==> src/rtl/ntr_pkg.sv <==
// Shared types and constants for the cartridge command receiver.
// No logic of its own; zero latency.
// No flow control; constants only.
package ntr_pkg;

    typedef enum logic [1:0] {
        IDLE = 2'd0,
        CMD  = 2'd1,
        RESP = 2'd2,
        HOLD = 2'd3
    } ntr_state_e;

    localparam logic [7:0] OP_DUMMY     = 8'h9F;
    localparam logic [7:0] OP_HEADER    = 8'h00;
    localparam logic [7:0] OP_CHIP_ID   = 8'h90;
    localparam logic [7:0] OP_DATA_READ = 8'hB7;

    localparam logic [2:0] CT_OTHER     = 3'd0;
    localparam logic [2:0] CT_DUMMY     = 3'd1;
    localparam logic [2:0] CT_HEADER    = 3'd2;
    localparam logic [2:0] CT_CHIP_ID   = 3'd3;
    localparam logic [2:0] CT_DATA_READ = 3'd4;

    function automatic logic [2:0] decode_op(input logic [7:0] op);
        logic [2:0] ct;
        ct = CT_OTHER;
        case (op)
            OP_DUMMY:     ct = CT_DUMMY;
            OP_HEADER:    ct = CT_HEADER;
            OP_CHIP_ID:   ct = CT_CHIP_ID;
            OP_DATA_READ: ct = CT_DATA_READ;
            default:      ct = CT_OTHER;
        endcase
        return ct;
    endfunction

endpackage

==> src/rtl/up_counter.sv <==
// Free-running wrap-around up counter with synchronous clear (clear wins).
// Count visible one cycle after the enabling edge.
// No backpressure; counts every enabled cycle.
module up_counter #(
    parameter int WIDTH = 2
) (
    input  logic             clk,
    input  logic             rst_n,
    input  logic             clr,
    input  logic             en,
    output logic [WIDTH-1:0] count
);

    logic [WIDTH-1:0] count_q;
    logic [WIDTH-1:0] count_d;

    always_comb begin
        count_d = count_q;
        if (clr) begin
            count_d = '0;
        end else if (en) begin
            count_d = count_q + 1'b1;
        end
    end

    always_ff @(posedge clk or negedge rst_n) begin
        if (!rst_n) begin
            count_q <= '0;
        end else begin
            count_q <= count_d;
        end
    end

    assign count = count_q;

endmodule

==> src/rtl/ntr_cmd_rx.sv <==
// Cartridge command receiver: 8-byte command capture, then response word requests.
// cmd_valid/word_req registered, one cycle after the sampling edge; cmd_type decode under NTR_CMD_DECODE_EN.
// No backpressure: the host clocks every cycle cs_n is low; excess response bytes raise resp_overrun.
module ntr_cmd_rx
    import ntr_pkg::*;
#(
    parameter int RESP_WORDS_MAX = 128
) (
    input  logic                              clk,
    input  logic                              rst_n,
    input  logic                              cs_n,
    input  logic [7:0]                        bus_in,
    output logic [63:0]                       cmd,
    output logic                              cmd_valid,
    output logic                              resp_en,
    output logic                              word_req,
    output logic [$clog2(RESP_WORDS_MAX)-1:0] word_idx,
    output logic                              resp_overrun,
    output logic [2:0]                        cmd_type
);

    localparam int             IDXW     = $clog2(RESP_WORDS_MAX);
    localparam logic [IDXW-1:0] IDX_LAST = IDXW'(RESP_WORDS_MAX - 1);

    ntr_state_e      state_q, state_d;
    logic [63:0]     cmd_q, cmd_d;
    logic [2:0]      byte_cnt_q, byte_cnt_d;
    logic            cmd_valid_q, cmd_valid_d;
    logic            word_req_q, word_req_d;
    logic            resp_en_q, resp_en_d;
    logic [IDXW-1:0] word_idx_q, word_idx_d;
    logic            overrun_q, overrun_d;
    // Cleared by reset, set by any cs_n-high cycle: a transaction cut by reset is not resumed.
    logic            armed_q, armed_d;

    logic [1:0]      word_byte;
    logic            wb_clr;
    logic            wb_en;

    assign wb_clr = (state_q != RESP) || cs_n;
    assign wb_en  = (state_q == RESP) && !cs_n;

    up_counter #(
        .WIDTH (2)
    ) u_word_byte_cnt (
        .clk   (clk),
        .rst_n (rst_n),
        .clr   (wb_clr),
        .en    (wb_en),
        .count (word_byte)
    );

    always_comb begin
        state_d     = state_q;
        cmd_d       = cmd_q;
        byte_cnt_d  = byte_cnt_q;
        cmd_valid_d = 1'b0;
        word_req_d  = 1'b0;
        resp_en_d   = 1'b0;
        word_idx_d  = word_idx_q;
        overrun_d   = overrun_q;
        armed_d     = armed_q | cs_n;

        if (cs_n) begin
            state_d = IDLE;
        end else begin
            case (state_q)
                IDLE: begin
                    if (armed_q) begin
                        cmd_d      = {56'h0, bus_in};
                        byte_cnt_d = 3'd1;
                        overrun_d  = 1'b0;
                        state_d    = CMD;
                    end
                end
                CMD: begin
                    cmd_d      = {cmd_q[55:0], bus_in};
                    byte_cnt_d = byte_cnt_q + 3'd1;
                    if (byte_cnt_q == 3'd7) begin
                        cmd_valid_d = 1'b1;
                        word_req_d  = 1'b1;
                        word_idx_d  = '0;
                        resp_en_d   = 1'b1;
                        state_d     = RESP;
                    end
                end
                RESP: begin
                    resp_en_d = 1'b1;
                    if (word_byte == 2'd3) begin
                        // Last word already handed out: stop rather than wrap the index.
                        if (word_idx_q == IDX_LAST) begin
                            resp_en_d = 1'b0;
                            overrun_d = 1'b1;
                            state_d   = HOLD;
                        end else begin
                            word_req_d = 1'b1;
                            word_idx_d = word_idx_q + 1'b1;
                        end
                    end
                end
                HOLD: begin
                    state_d = HOLD;
                end
                default: begin
                    state_d = IDLE;
                end
            endcase
        end
    end

    always_ff @(posedge clk or negedge rst_n) begin
        if (!rst_n) begin
            state_q     <= IDLE;
            cmd_q       <= '0;
            byte_cnt_q  <= '0;
            cmd_valid_q <= 1'b0;
            word_req_q  <= 1'b0;
            resp_en_q   <= 1'b0;
            word_idx_q  <= '0;
            overrun_q   <= 1'b0;
            armed_q     <= 1'b0;
        end else begin
            state_q     <= state_d;
            cmd_q       <= cmd_d;
            byte_cnt_q  <= byte_cnt_d;
            cmd_valid_q <= cmd_valid_d;
            word_req_q  <= word_req_d;
            resp_en_q   <= resp_en_d;
            word_idx_q  <= word_idx_d;
            overrun_q   <= overrun_d;
            armed_q     <= armed_d;
        end
    end

`ifdef NTR_CMD_DECODE_EN
    logic [2:0] cmd_type_q, cmd_type_d;

    // The opcode byte sits at [55:48] on the edge that shifts in byte 7.
    always_comb begin
        cmd_type_d = cmd_type_q;
        if (cmd_valid_d) begin
            cmd_type_d = decode_op(cmd_q[55:48]);
        end
    end

    always_ff @(posedge clk or negedge rst_n) begin
        if (!rst_n) begin
            cmd_type_q <= CT_OTHER;
        end else begin
            cmd_type_q <= cmd_type_d;
        end
    end

    assign cmd_type = cmd_type_q;
`else
    assign cmd_type = CT_OTHER;
`endif

    assign cmd          = cmd_q;
    assign cmd_valid    = cmd_valid_q;
    assign resp_en      = resp_en_q;
    assign word_req     = word_req_q;
    assign word_idx     = word_idx_q;
    assign resp_overrun = overrun_q;

endmodule

==> config.mk <==
export PLATFORM = sky130hd
export DESIGN_NAME = ntr_cmd_rx
export DESIGN_NICKNAME = d
export VERILOG_FILES = /design/src/rtl/ntr_pkg.sv /design/src/rtl/up_counter.sv /design/src/rtl/ntr_cmd_rx.sv
export SDC_FILE = /design/constraint.sdc
export NUM_CORES = 1
export LEC_CHECK = 0
export ABC_AREA = 0
export CAP_MARGIN = 20
export CORE_MARGIN = 4
export CORE_UTILIZATION = 43
export DETAILED_ROUTE_END_ITERATION = 10
export GPL_TIMING_DRIVEN = 0
export PLACE_DENSITY = 0.86
export SYNTH_ARGS = -nofsm -noshare
export SYNTH_HDL_FRONTEND = slang
export SYNTH_SLANG_ARGS = --single-unit
export TNS_END_PERCENT = 50
==> constraint.sdc <==
create_clock -name clk -period 1.8 [get_ports clk]
set_input_delay 0.36 -clock clk [delete_from_list [all_inputs] [get_ports clk]]
set_output_delay 0.36 -clock clk [all_outputs]
set_load 0.005 [all_outputs]
==> run_results.csv <==
group,metric,value,unit
floorplanning,io_pins,89,
global_route,grtUsageTotal,0.176,
logic_synthesis,ys_ff_latch,83,
worst_hold_path,hp-class,"primary input to async pin",
power_and_ir_drop,clock_power_share,0.213,
timing,finalSetupViolCount,0,
floorplanning,start_util,0.454,
clock_tree,cts_sinks,83,
critical_path,reg2reg_setup_slack,50,ps
critical_path,cp_max_fo,4,
placement,place_congestion,0.900,
critical_path,crit-reg2reg-launch,"state_q[1]$_DFFE_PN0P_",
logic_synthesis,syn_inst,240,
timing,max_freq,0.571,GHz
finish,multi_input_area,1180,um2
logic_synthesis,netlist_area,3360,um2
timing,hold_ws,433,ps
run_status,status,"complete, no violations",
finish,seq_area,2080,um2
critical_path,crit_type,"flop to flop",
drt,detail-route-antenna-nets,0,
drt,avgViaCountPerCell,5.36,
global_route,grt_max_degree,66,
logic_synthesis,post_synth_num_cell_types,40,
drt,routedWlPerCell,17.0,um
finish,final_util,0.630,
finish,area_growth,38.8,%
critical_path,crit_path_end_kind,"flop",
clock_tree,cts-htree-levels,3,
timing,drv_slew,0,
clock_tree,clk_latency,350,ps
global_route,antenna_found_initial,0,
critical_path,r2r_end,"word_idx[4]$_DFFE_PN0P_",
power_and_ir_drop,p_seq_frac,0.435,
logic_synthesis,synth_edf_count,0,
finish,layout.cells.non_filler,449,
finish,drive_gt1_frac,0.189,
power_and_ir_drop,swShare,0.314,
floorplanning,coreArea,7410,um2
critical_path,r2r_cells,6,
timing,final.min_clock_period,1750,ps
clock_tree,cts_buffers,9,
timing,finalHoldViolCount,0,
drt,wirelength,7.62,mm
logic_synthesis,postSynthAreaPerCell,14.0,um2
global_route,grt_pass1_wl,12.3,mm
finish,diodes,0,
timing,fin_skew,6.96,ps
floorplanning,fp-row-count,31,
critical_path,crit_end,"word_idx[4]$_DFFE_PN0P_",
placement,postPlaceCellArea,4370,um2
clock_tree,cts_buffer_depth,2,
drt,drtIter0Drc,90,
floorplanning,die_x,96.5,um
drt,drtPass1Iterations,4,
drt,drc,0,
critical_path,required,2020,ps
finish,layout_common_cells,"84 x clkdlybuf4s50_1, 82 x dfrtp_1, 58 x a22o_1",
clock_tree,cts_root_buf,"clkbuf_8",
finish,nets,364,
logic_synthesis,synth_async_sr_flop_share,1.00,
logic_synthesis,yosys_warnings,0,
placement,numPlacedInstances,427,
power_and_ir_drop,internal_power,3.97,mW
clock_tree,path_clk_slew,80,ps
global_route,grt_pass1_vias,2428,
logic_synthesis,yosysSeqAreaShare,0.617,
power_and_ir_drop,power.switching,1.81,mW
floorplanning,dieArea,9300,um2
clock_tree,cts_tree,"built",
power_and_ir_drop,p_leak,2.12,nW
placement,hpwlAfterDp,5.45,mm
timing,setup_tns,0,ps
finish,final_common_cell,"clkdlybuf4s50_1",
power_and_ir_drop,vdd_drop_max,763,uV
drt,vias,2408,
finish,fin_area,4670,um2
power_and_ir_drop,pwr_density_cell,1240,nW/um2
critical_path,cp.arrival,1970,ps
power_and_ir_drop,p_comb_frac,0.352,
critical_path,crit_start,"state_q[1]$_DFFE_PN0P_",
global_route,grt_overflow_total,0,
floorplanning,die_h,96.5,um
timing,fin_crit_sh,0.973,
critical_path,critical_path.startpoint_type,"flop",
finish,num-fill-cells,562,
job,maxCapViolCount,0,
logic_synthesis,synthFlopType,"dfrtp_1",
placement,io_buffers,85,
==> power groups by stage <==
stage                     clock network [mW]  logic (mW)  registers [mW]
after floorplan                            0       0.990            2.50
final                                   1.23        2.03            2.52
after detailed placement                   0        1.90            2.55
after global placement                     0        1.84            2.53
after CTS                               1.26        1.99            2.52
after global routing                    1.34        2.22            2.57
==> stage by stage <==
stage | setup WS, ps | total power [mW]
global placement | -2410 | 4.38
floorplan | 94.4 | 3.49
finish | 49.5 | 5.78
detailed placement | -278 | 4.45
CTS | 1.54 | 5.76
global route | -7.76 | 6.14
==> critical path, stage by stage, from the launching register on <==
cell     delay (ps)
dfrtp_1         400
buf_4           140
ha_2            190
mux2i_1         150
nor3_4          270
nand3_2         120
mux2_1          350
==> flip-flops by register name, summed over array words and instances, names as in the netlist <==
signal                 count
cmd                       64
word_idx                   7
byte_cnt_q                 3
state_q                    2
u_word_byte_cnt.count      2
armed_q                    1
cmd_valid                  1
resp_en                    1
resp_overrun               1
word_req                   1
==> logic make-up after synthesis <==
logic type	after synthesis	synth area share
compound gates	78	0.194
simple gates	35	0.0625
fa+ha+maj	8	0.0298
other cells	1	0.00111
mux	12	0.0469
flops	83	0.617
buf+inv	23	0.0487
==> metal layers <==
metal	wire length (um)	track usage	vias up
met5	0	0	-
met4	253	0.0783	0
met3	459	0.0480	17
met2	3440	0.268	85
met1	3470	0.236	1188
li1	-	-	1118
==> area by class of cell <==
cell class | instances | area share
buffer | 18 | 0.0311
timing repair buffer | 94 | 0.204
inverter | 3 | 0.00241
sequential | 83 | 0.445
multi-input combinational | 136 | 0.252
clock buffer | 10 | 0.0295
clock inverter | 6 | 0.0102
tap | 99 | 0.0265
==> worst min path at each step <==
stage	slack, ps	start	endpoint	depth (start not counted)
floorplan	60	rst_n	armed_q$_DFF_PN0_	0
global route	460	rst_n	cmd[2]$_DFFE_PN0P_	2
CTS	440	rst_n	cmd[2]$_DFFE_PN0P_	2
finish	430	rst_n	word_idx[3]$_DFFE_PN0P_	2
detailed placement	250	rst_n	word_idx[1]$_DFFE_PN0P_	1
global placement	420	u_word_byte_cnt.count[0]$_DFF_PN0_	u_word_byte_cnt.count[0]$_DFF_PN0_	1
==> Yosys cell counts (4+ instances only) <==
library cell,number,share of area
nand3_1,7,0.010
nor2_1,5,0.0056
clkbuf_1,4,0.0045
a22o_1,58,0.15
nand2_1,4,0.0045
ha_1,8,0.030
mux2_4,7,0.031
dfrtp_1,83,0.62
a21oi_1,4,0.0060
buf_6,8,0.027
buf_2,5,0.0074
==> repair_timing <==
action                                  4_1_cts  5_1_grt
gates cloned                                  0        1
buffers inserted                              3        3
pin swaps                                     1        2
endpoints found under the setup margin       58       66
hold buffers                                  1        0
hold endpoints to repair                     18        0
gates resized for setup                       7       12
(Power assumes the default switching activity.)
